$ cat src/rtl/pdec_pkg.sv
// ============================================================================
// pdec_pkg -- priority-code constants and the pcode-to-one-hot decoder
// Revision: 1.0
// ============================================================================
`default_nettype none

package pdec_pkg;

    typedef logic [2:0] pcode_t;

    localparam pcode_t PC_NONE = 3'b000;
    localparam pcode_t PC_X1   = 3'b001;
    localparam pcode_t PC_X2   = 3'b010;
    localparam pcode_t PC_X3   = 3'b011;
    localparam pcode_t PC_X4   = 3'b100;

    localparam pcode_t PC_LEGAL_MAX = PC_X4;

    // Illegal codes decode to an empty vector; the caller flags them separately.
    function automatic logic [4:1] pdec_decode(input pcode_t c);
        logic [4:1] v;
        v = 4'b0000;
        case (c)
            PC_X1:   v = 4'b0001;
            PC_X2:   v = 4'b0010;
            PC_X3:   v = 4'b0100;
            PC_X4:   v = 4'b1000;
            default: v = 4'b0000;
        endcase
        return v;
    endfunction

    function automatic logic pdec_is_illegal(input pcode_t c);
        return (c > PC_LEGAL_MAX);
    endfunction

endpackage

`default_nettype wire

$ cat src/rtl/sync_fifo.sv
// ============================================================================
// sync_fifo -- single-clock FIFO with registered storage, no read bypass
// Revision: 1.0
// ============================================================================
`default_nettype none

module sync_fifo #(
    parameter int WIDTH = 3,
    parameter int DEPTH = 4
) (
    input  logic             clk,
    input  logic             rst,
    input  logic             push_i,
    input  logic             pop_i,
    input  logic [WIDTH-1:0] wdata_i,
    output logic [WIDTH-1:0] rdata_o,
    output logic             full_o,
    output logic             empty_o
);

    localparam int               PTRW    = $clog2(DEPTH);
    localparam int               CNTW    = PTRW + 1;
    localparam logic [CNTW-1:0]  C_DEPTH = CNTW'(DEPTH);

    logic [WIDTH-1:0] mem_q [DEPTH];
    logic [PTRW-1:0]  wr_ptr_q, wr_ptr_d;
    logic [PTRW-1:0]  rd_ptr_q, rd_ptr_d;
    logic [CNTW-1:0]  count_q,  count_d;

    logic w_push;
    logic w_pop;

    assign full_o  = (count_q == C_DEPTH);
    assign empty_o = (count_q == '0);
    assign w_push  = push_i && !full_o;
    assign w_pop   = pop_i && !empty_o;
    assign rdata_o = mem_q[rd_ptr_q];

    // DEPTH is a power of two, so pointer overflow is the modulo wrap.
    always_comb begin
        wr_ptr_d = wr_ptr_q;
        rd_ptr_d = rd_ptr_q;
        count_d  = count_q;
        if (w_push) begin
            wr_ptr_d = wr_ptr_q + 1'b1;
        end
        if (w_pop) begin
            rd_ptr_d = rd_ptr_q + 1'b1;
        end
        case ({w_push, w_pop})
            2'b10:   count_d = count_q + 1'b1;
            2'b01:   count_d = count_q - 1'b1;
            default: count_d = count_q;
        endcase
    end

    always_ff @(posedge clk) begin
        if (rst) begin
            wr_ptr_q <= '0;
            rd_ptr_q <= '0;
            count_q  <= '0;
        end else begin
            wr_ptr_q <= wr_ptr_d;
            rd_ptr_q <= rd_ptr_d;
            count_q  <= count_d;
        end
    end

    always_ff @(posedge clk) begin
        if (w_push && !rst) begin
            mem_q[wr_ptr_q] <= wdata_i;
        end
    end

endmodule

`default_nettype wire

$ cat src/rtl/priority_decoder_stream.sv
// ============================================================================
// priority_decoder_stream -- buffers priority codes and decodes the head entry
// Revision: 1.0
// ============================================================================
`default_nettype none

module priority_decoder_stream
    import pdec_pkg::*;
#(
    parameter int DEPTH = 4,
    parameter int ERRW  = 8
) (
    input  logic            clk,
    input  logic            reset,
    input  logic            in_valid,
    output logic            in_ready,
    input  logic [2:0]      pcode,
    output logic            out_valid,
    input  logic            out_ready,
    output logic [4:1]      x,
    output logic            code_err,
    output logic [ERRW-1:0] err_count
);

    logic            w_full;
    logic            w_empty;
    logic            w_push;
    logic            w_pop;
    logic            w_illegal;
    pcode_t          w_head;
    logic [ERRW-1:0] err_count_q, err_count_d;

    sync_fifo #(
        .WIDTH (3),
        .DEPTH (DEPTH)
    ) u_fifo (
        .clk     (clk),
        .rst     (reset),
        .push_i  (w_push),
        .pop_i   (w_pop),
        .wdata_i (pcode),
        .rdata_o (w_head),
        .full_o  (w_full),
        .empty_o (w_empty)
    );

    // Readiness depends only on fullness: a same-cycle pop never frees a slot.
    assign in_ready  = !w_full && !reset;
    assign out_valid = !w_empty;
    assign w_push    = in_valid && in_ready;
    assign w_pop     = out_valid && out_ready;
    assign w_illegal = pdec_is_illegal(w_head);

    assign x         = out_valid ? pdec_decode(w_head) : 4'b0000;
    assign code_err  = out_valid && w_illegal;
    assign err_count = err_count_q;

    always_comb begin
        err_count_d = err_count_q;
        if (w_pop && w_illegal && (err_count_q != '1)) begin
            err_count_d = err_count_q + 1'b1;
        end
    end

    always_ff @(posedge clk) begin
        if (reset) begin
            err_count_q <= '0;
        end else begin
            err_count_q <= err_count_d;
        end
    end

endmodule

`default_nettype wire

$ cat config.mk
export PLATFORM = sky130hd
export DESIGN_NAME = priority_decoder_stream
export DESIGN_NICKNAME = d
export VERILOG_FILES = /design/src/rtl/pdec_pkg.sv /design/src/rtl/sync_fifo.sv /design/src/rtl/priority_decoder_stream.sv
export SDC_FILE = /design/constraint.sdc
export NUM_CORES = 1
export LEC_CHECK = 0
export ABC_AREA = 0
export ABC_CLOCK_PERIOD_IN_PS = 6100
export CORE_UTILIZATION = 45
export CTS_CLUSTER_DIAMETER = 40
export DETAILED_ROUTE_END_ITERATION = 6
export PLACE_DENSITY = 0.7
export SYNTH_ARGS = -nofsm -noshare
export SYNTH_HDL_FRONTEND = slang
export SYNTH_SLANG_ARGS = --single-unit
$ cat constraint.sdc
create_clock -name clk -period 6.1 [get_ports clk]
set_clock_uncertainty 0.15 [all_clocks]
set_input_delay 1.22 -clock clk [delete_from_list [all_inputs] [get_ports clk]]
set_output_delay 1.22 -clock clk [all_outputs]
set_load 0.02 [all_outputs]
==> flow_metrics.tcl <==
set metrics [dict create \
    post_synth_num_cell_types 33 \
    clock_tree.root_cell "sky130_fd_sc_hd__clkbuf_4" \
    grt_overflow_total 0 \
    clock_pin_slew_on_the_worst_setup_and_hold_paths_ns 0.09 \
    maxCapViolations 0 \
    share_of_post_route_cells_with_drive_strength_above_1_pct 7.59 \
    power.sequential.fraction_pct 44.5 \
    status "finished, violations left" \
    avgSynthCellArea_um2 11.3 \
    tritoncts "yes" \
    worstSkewPairLatency_ns 0.33 \
    timing.critical_path.buf_inv 2 \
    clockPowerShare_pct 20.2 \
    site_row_count 19 \
    top_level_ports 22 \
    dp_hpwl_um 1770 \
    initialDrtViolationCount 36 \
    cp-start-kind "primary input" \
    crit_family "buffers and inverters" \
    cp_cell_sequence "clkdlybuf4s50_1 > a21oi_1 > clkdlybuf4s50_1" \
    ys_dominant_reg_cell "sky130_fd_sc_hd__dfxtp_1" \
    final_report_setup_violation_count 0 \
    cts_htree_levels 2 \
    p_leak_nw 0.557 \
    worst_ep_required_time_ns 4.73 \
    path_max_fanout 18 \
    max-clock-path-buffers 2 \
    net-switching-power_w 0.000201 \
    synth_xor_area_share_pct 3.26 \
    cts_buffers 5 \
    worstMarginPinSlew_ns 0.767 \
    wl_per_cell_um 13.9 \
    cts.sink_count 29 \
    yosysSeqAreaShare_pct 52.1 \
    detailroute.via_count 1004 \
    gp_congestion 0.759 \
    p_comb_share_pct 35.3 \
    num-nets-final 158 \
    ys_warn_count 0 \
    antenna_left 0 \
    fin_crit_sh_pct 69.2 \
    p_int_w 0.000351 \
    cts.repair.resized 0 \
    floorplan.core_area_um2 2810 \
    area_growth_syn_to_layout_pct 21.5 \
    floorplan.die.height_um 56.7 \
    slew_headroom_pct 48.6 \
    critical_path_class "in2out" \
    synth_nets 133 \
    netlist_area_um2 1350 \
    unrepaired_setup_endpoints_after_global_routing "false" \
    p_per_area_nw_per_um2 338 \
    portBuffers 21 \
    drt_pass1_iterations 6 \
    end_kind "output pin" \
    post_synth_mux_area_share_pct 5.58 \
    maximum_number_of_pins_on_one_net_before_global_route_repair 19 \
    synthDominantCellAreaShare_pct 26.8 \
    die_w_um 56.7 \
    ys_ff_latch 29 \
    sw_frac_of_total_pct 36.4 \
    synth_area_leaders "sky130_fd_sc_hd__edfxtp_1 (27%), sky130_fd_sc_hd__dfxtp_1 (25%), sky130_fd_sc_hd__ha_1 (5.6%), sky130_fd_sc_hd__a21oi_1 (4.1%), sky130_fd_sc_hd__mux4_1 (3.9%)" \
    min-delay-path-class "reg2reg" \
    placed_cells_incl_taps 168 \
    timing_max_transition_violations_final 0 \
    drt_wl_total_um 2450 \
    path_common_cell "sky130_fd_sc_hd__clkdlybuf4s50_1" \
    timing.final.hold_violations 0 \
    initial_antenna_violation_count 0 \
    synth_compound_area_share_pct 12.4 \
    period_minus_slack_ns 4.22 \
    grt.total_usage_pct 17.7 \
    finish.cell_count_without_fillers 176 \
    remaining_drc_errors 6 \
    synth_top_family_by_area "simple AND/OR/NAND/NOR gates" \
    avgViaCountPerCell 5.70 \
    vdd.ir_drop.worst_mv 0.222 \
    grt_first_pass_wirelength_um 4060 \
    synth_async_sr_flop_share_pct 0 \
    fmaxAchievable_mhz 237 \
    crit_arrival_ns 2.85 \
    cp_slowest_cell "sky130_fd_sc_hd__clkdlybuf4s50_1" \
    postCtsSetupRepairBufs 0 \
    hold_buffers 0 \
    die_area_um2 3210 \
    failed_checks "DRC" \
    antenna-diode-count 0 \
    via_count_of_the_first_global_routing_pass 912 \
    number_of_enable_type_register_cells_in_the_synthesized_netlist 12 \
    critPathMaxStageDelay_ns 0.74 \
    count_of_mapped_cells_out_of_synthesis 119 \
    start_util_pct 47.9 \
    setup_tns_final_ns 0 \
    synth_adder_area_share_pct 7.07 \
    synth.largest_area_cell "sky130_fd_sc_hd__edfxtp_1" \
    synthSimpleGateAreaFrac_pct 16.0 \
]
## kinds of logic (layout without fill, tap and decap cells)
| family | after synthesis | in the layout |
|---|---|---|
| AOI/OAI and AO/OA | 27 | 27 |
| xor gates and xnor gates | 5 | 5 |
| adders and majority gates | 7 | 7 |
| buffers and inverters | 12 | 38 |
| DFF | 29 | 29 |
| muxes | 3 | 3 |
| and+or+nand+nor | 36 | 36 |
## cell usage in the layout, fill, tap and decap left out, types with 3 or more instances in the layout
| master | n |
|---|---|
| sky130_fd_sc_hd__and2_1 | 4 |
| sky130_fd_sc_hd__dfxtp_1 | 17 |
| sky130_fd_sc_hd__a21oi_1 | 11 |
| sky130_fd_sc_hd__o21ai_0 | 5 |
| sky130_fd_sc_hd__xor2_1 | 3 |
| sky130_fd_sc_hd__inv_1 | 9 |
| sky130_fd_sc_hd__clkbuf_4 | 5 |
| sky130_fd_sc_hd__nor4b_1 | 3 |
| sky130_fd_sc_hd__or3_1 | 3 |
| sky130_fd_sc_hd__ha_1 | 6 |
| sky130_fd_sc_hd__edfxtp_1 | 12 |
| sky130_fd_sc_hd__clkdlybuf4s50_1 | 21 |
| sky130_fd_sc_hd__or4_1 | 4 |
| sky130_fd_sc_hd__nor2_1 | 9 |
| sky130_fd_sc_hd__nand2_1 | 3 |
| sky130_fd_sc_hd__o31ai_1 | 5 |
## tightest hold or removal path, delay by kind of cell, from the launching register on
kind,cells,cell delay [ns]
flops,1,0.35
compound gates,2,0.13
## state kept, by name, summed over array words and instances, names as in the netlist, named ones only
register,cells
u_fifo.count_q,3
u_fifo.mem_q,12
err_count,8
u_fifo.rd_ptr_q,2
u_fifo.wr_ptr_q,2
## stage by stage
step | hold WS (ns) | area, µm² | total power (W) | utilization (%) | setup WS [ns]
final | 0.367 | 1630 | 0.000553 | 58.3 | 1.88
after global placement | 0.348 | 1580 | 0.000436 | 56.3 | 1.91
after floorplan | 0.335 | 1350 | 0.000382 | - | 2.78
after detailed placement | 0.348 | 1580 | 0.000444 | 56.3 | 1.86
after global routing | 0.404 | 1630 | 0.000592 | 58.3 | 1.76
after CTS | 0.363 | 1630 | 0.000558 | 58.3 | 1.86
## power groups by stage
stage,logic [W],registers [W],clock network (W)
floorplan,0.000136,0.000246,0
global placement,0.000187,0.000249,0
detailed placement,0.000193,0.000250,0
CTS,0.000196,0.000246,0.000116
global route,0.000217,0.000249,0.000125
finish,0.000195,0.000246,0.000112
## cell usage after synthesis, drive strengths merged (3+ instances only)
cell type / n
ha: 6
and2: 4
nor4b: 3
edfxtp: 12
nor2: 9
mux4: 3
xor2: 3
or4: 4
nand2: 3
o21ai: 6
dfxtp: 17
o31ai: 5
inv: 9
or3: 3
a21oi: 11
## area by class of cell
type	instances	area, µm²
Fill cell	250	1170
Sequential cell	29	701
Multi-Input combinational cell	78	596
Timing Repair Buffer	21	210
Tap cell	31	38.8
Clock buffer	5	37.5
Inverter	9	33.8
Clock inverter	3	17.5
## final timing paths
path,from,end,slack [ns],cells after the start
min,err_count[5],err_count[5],0.37,2
min reg2reg,err_count[5],err_count[5],0.37,2
max reg2reg,u_fifo.count_q[0],u_fifo.count_q[2],3.56,9
max,reset,in_ready,1.88,3
## metal layers
layer	share of wire (%)	GRT usage (%)
met1	45	20.3
met2	48	28.2
met3	5.2	7.14
met4	2.2	9.29
met5	0	0
Power figures use the tool's default switching activity.
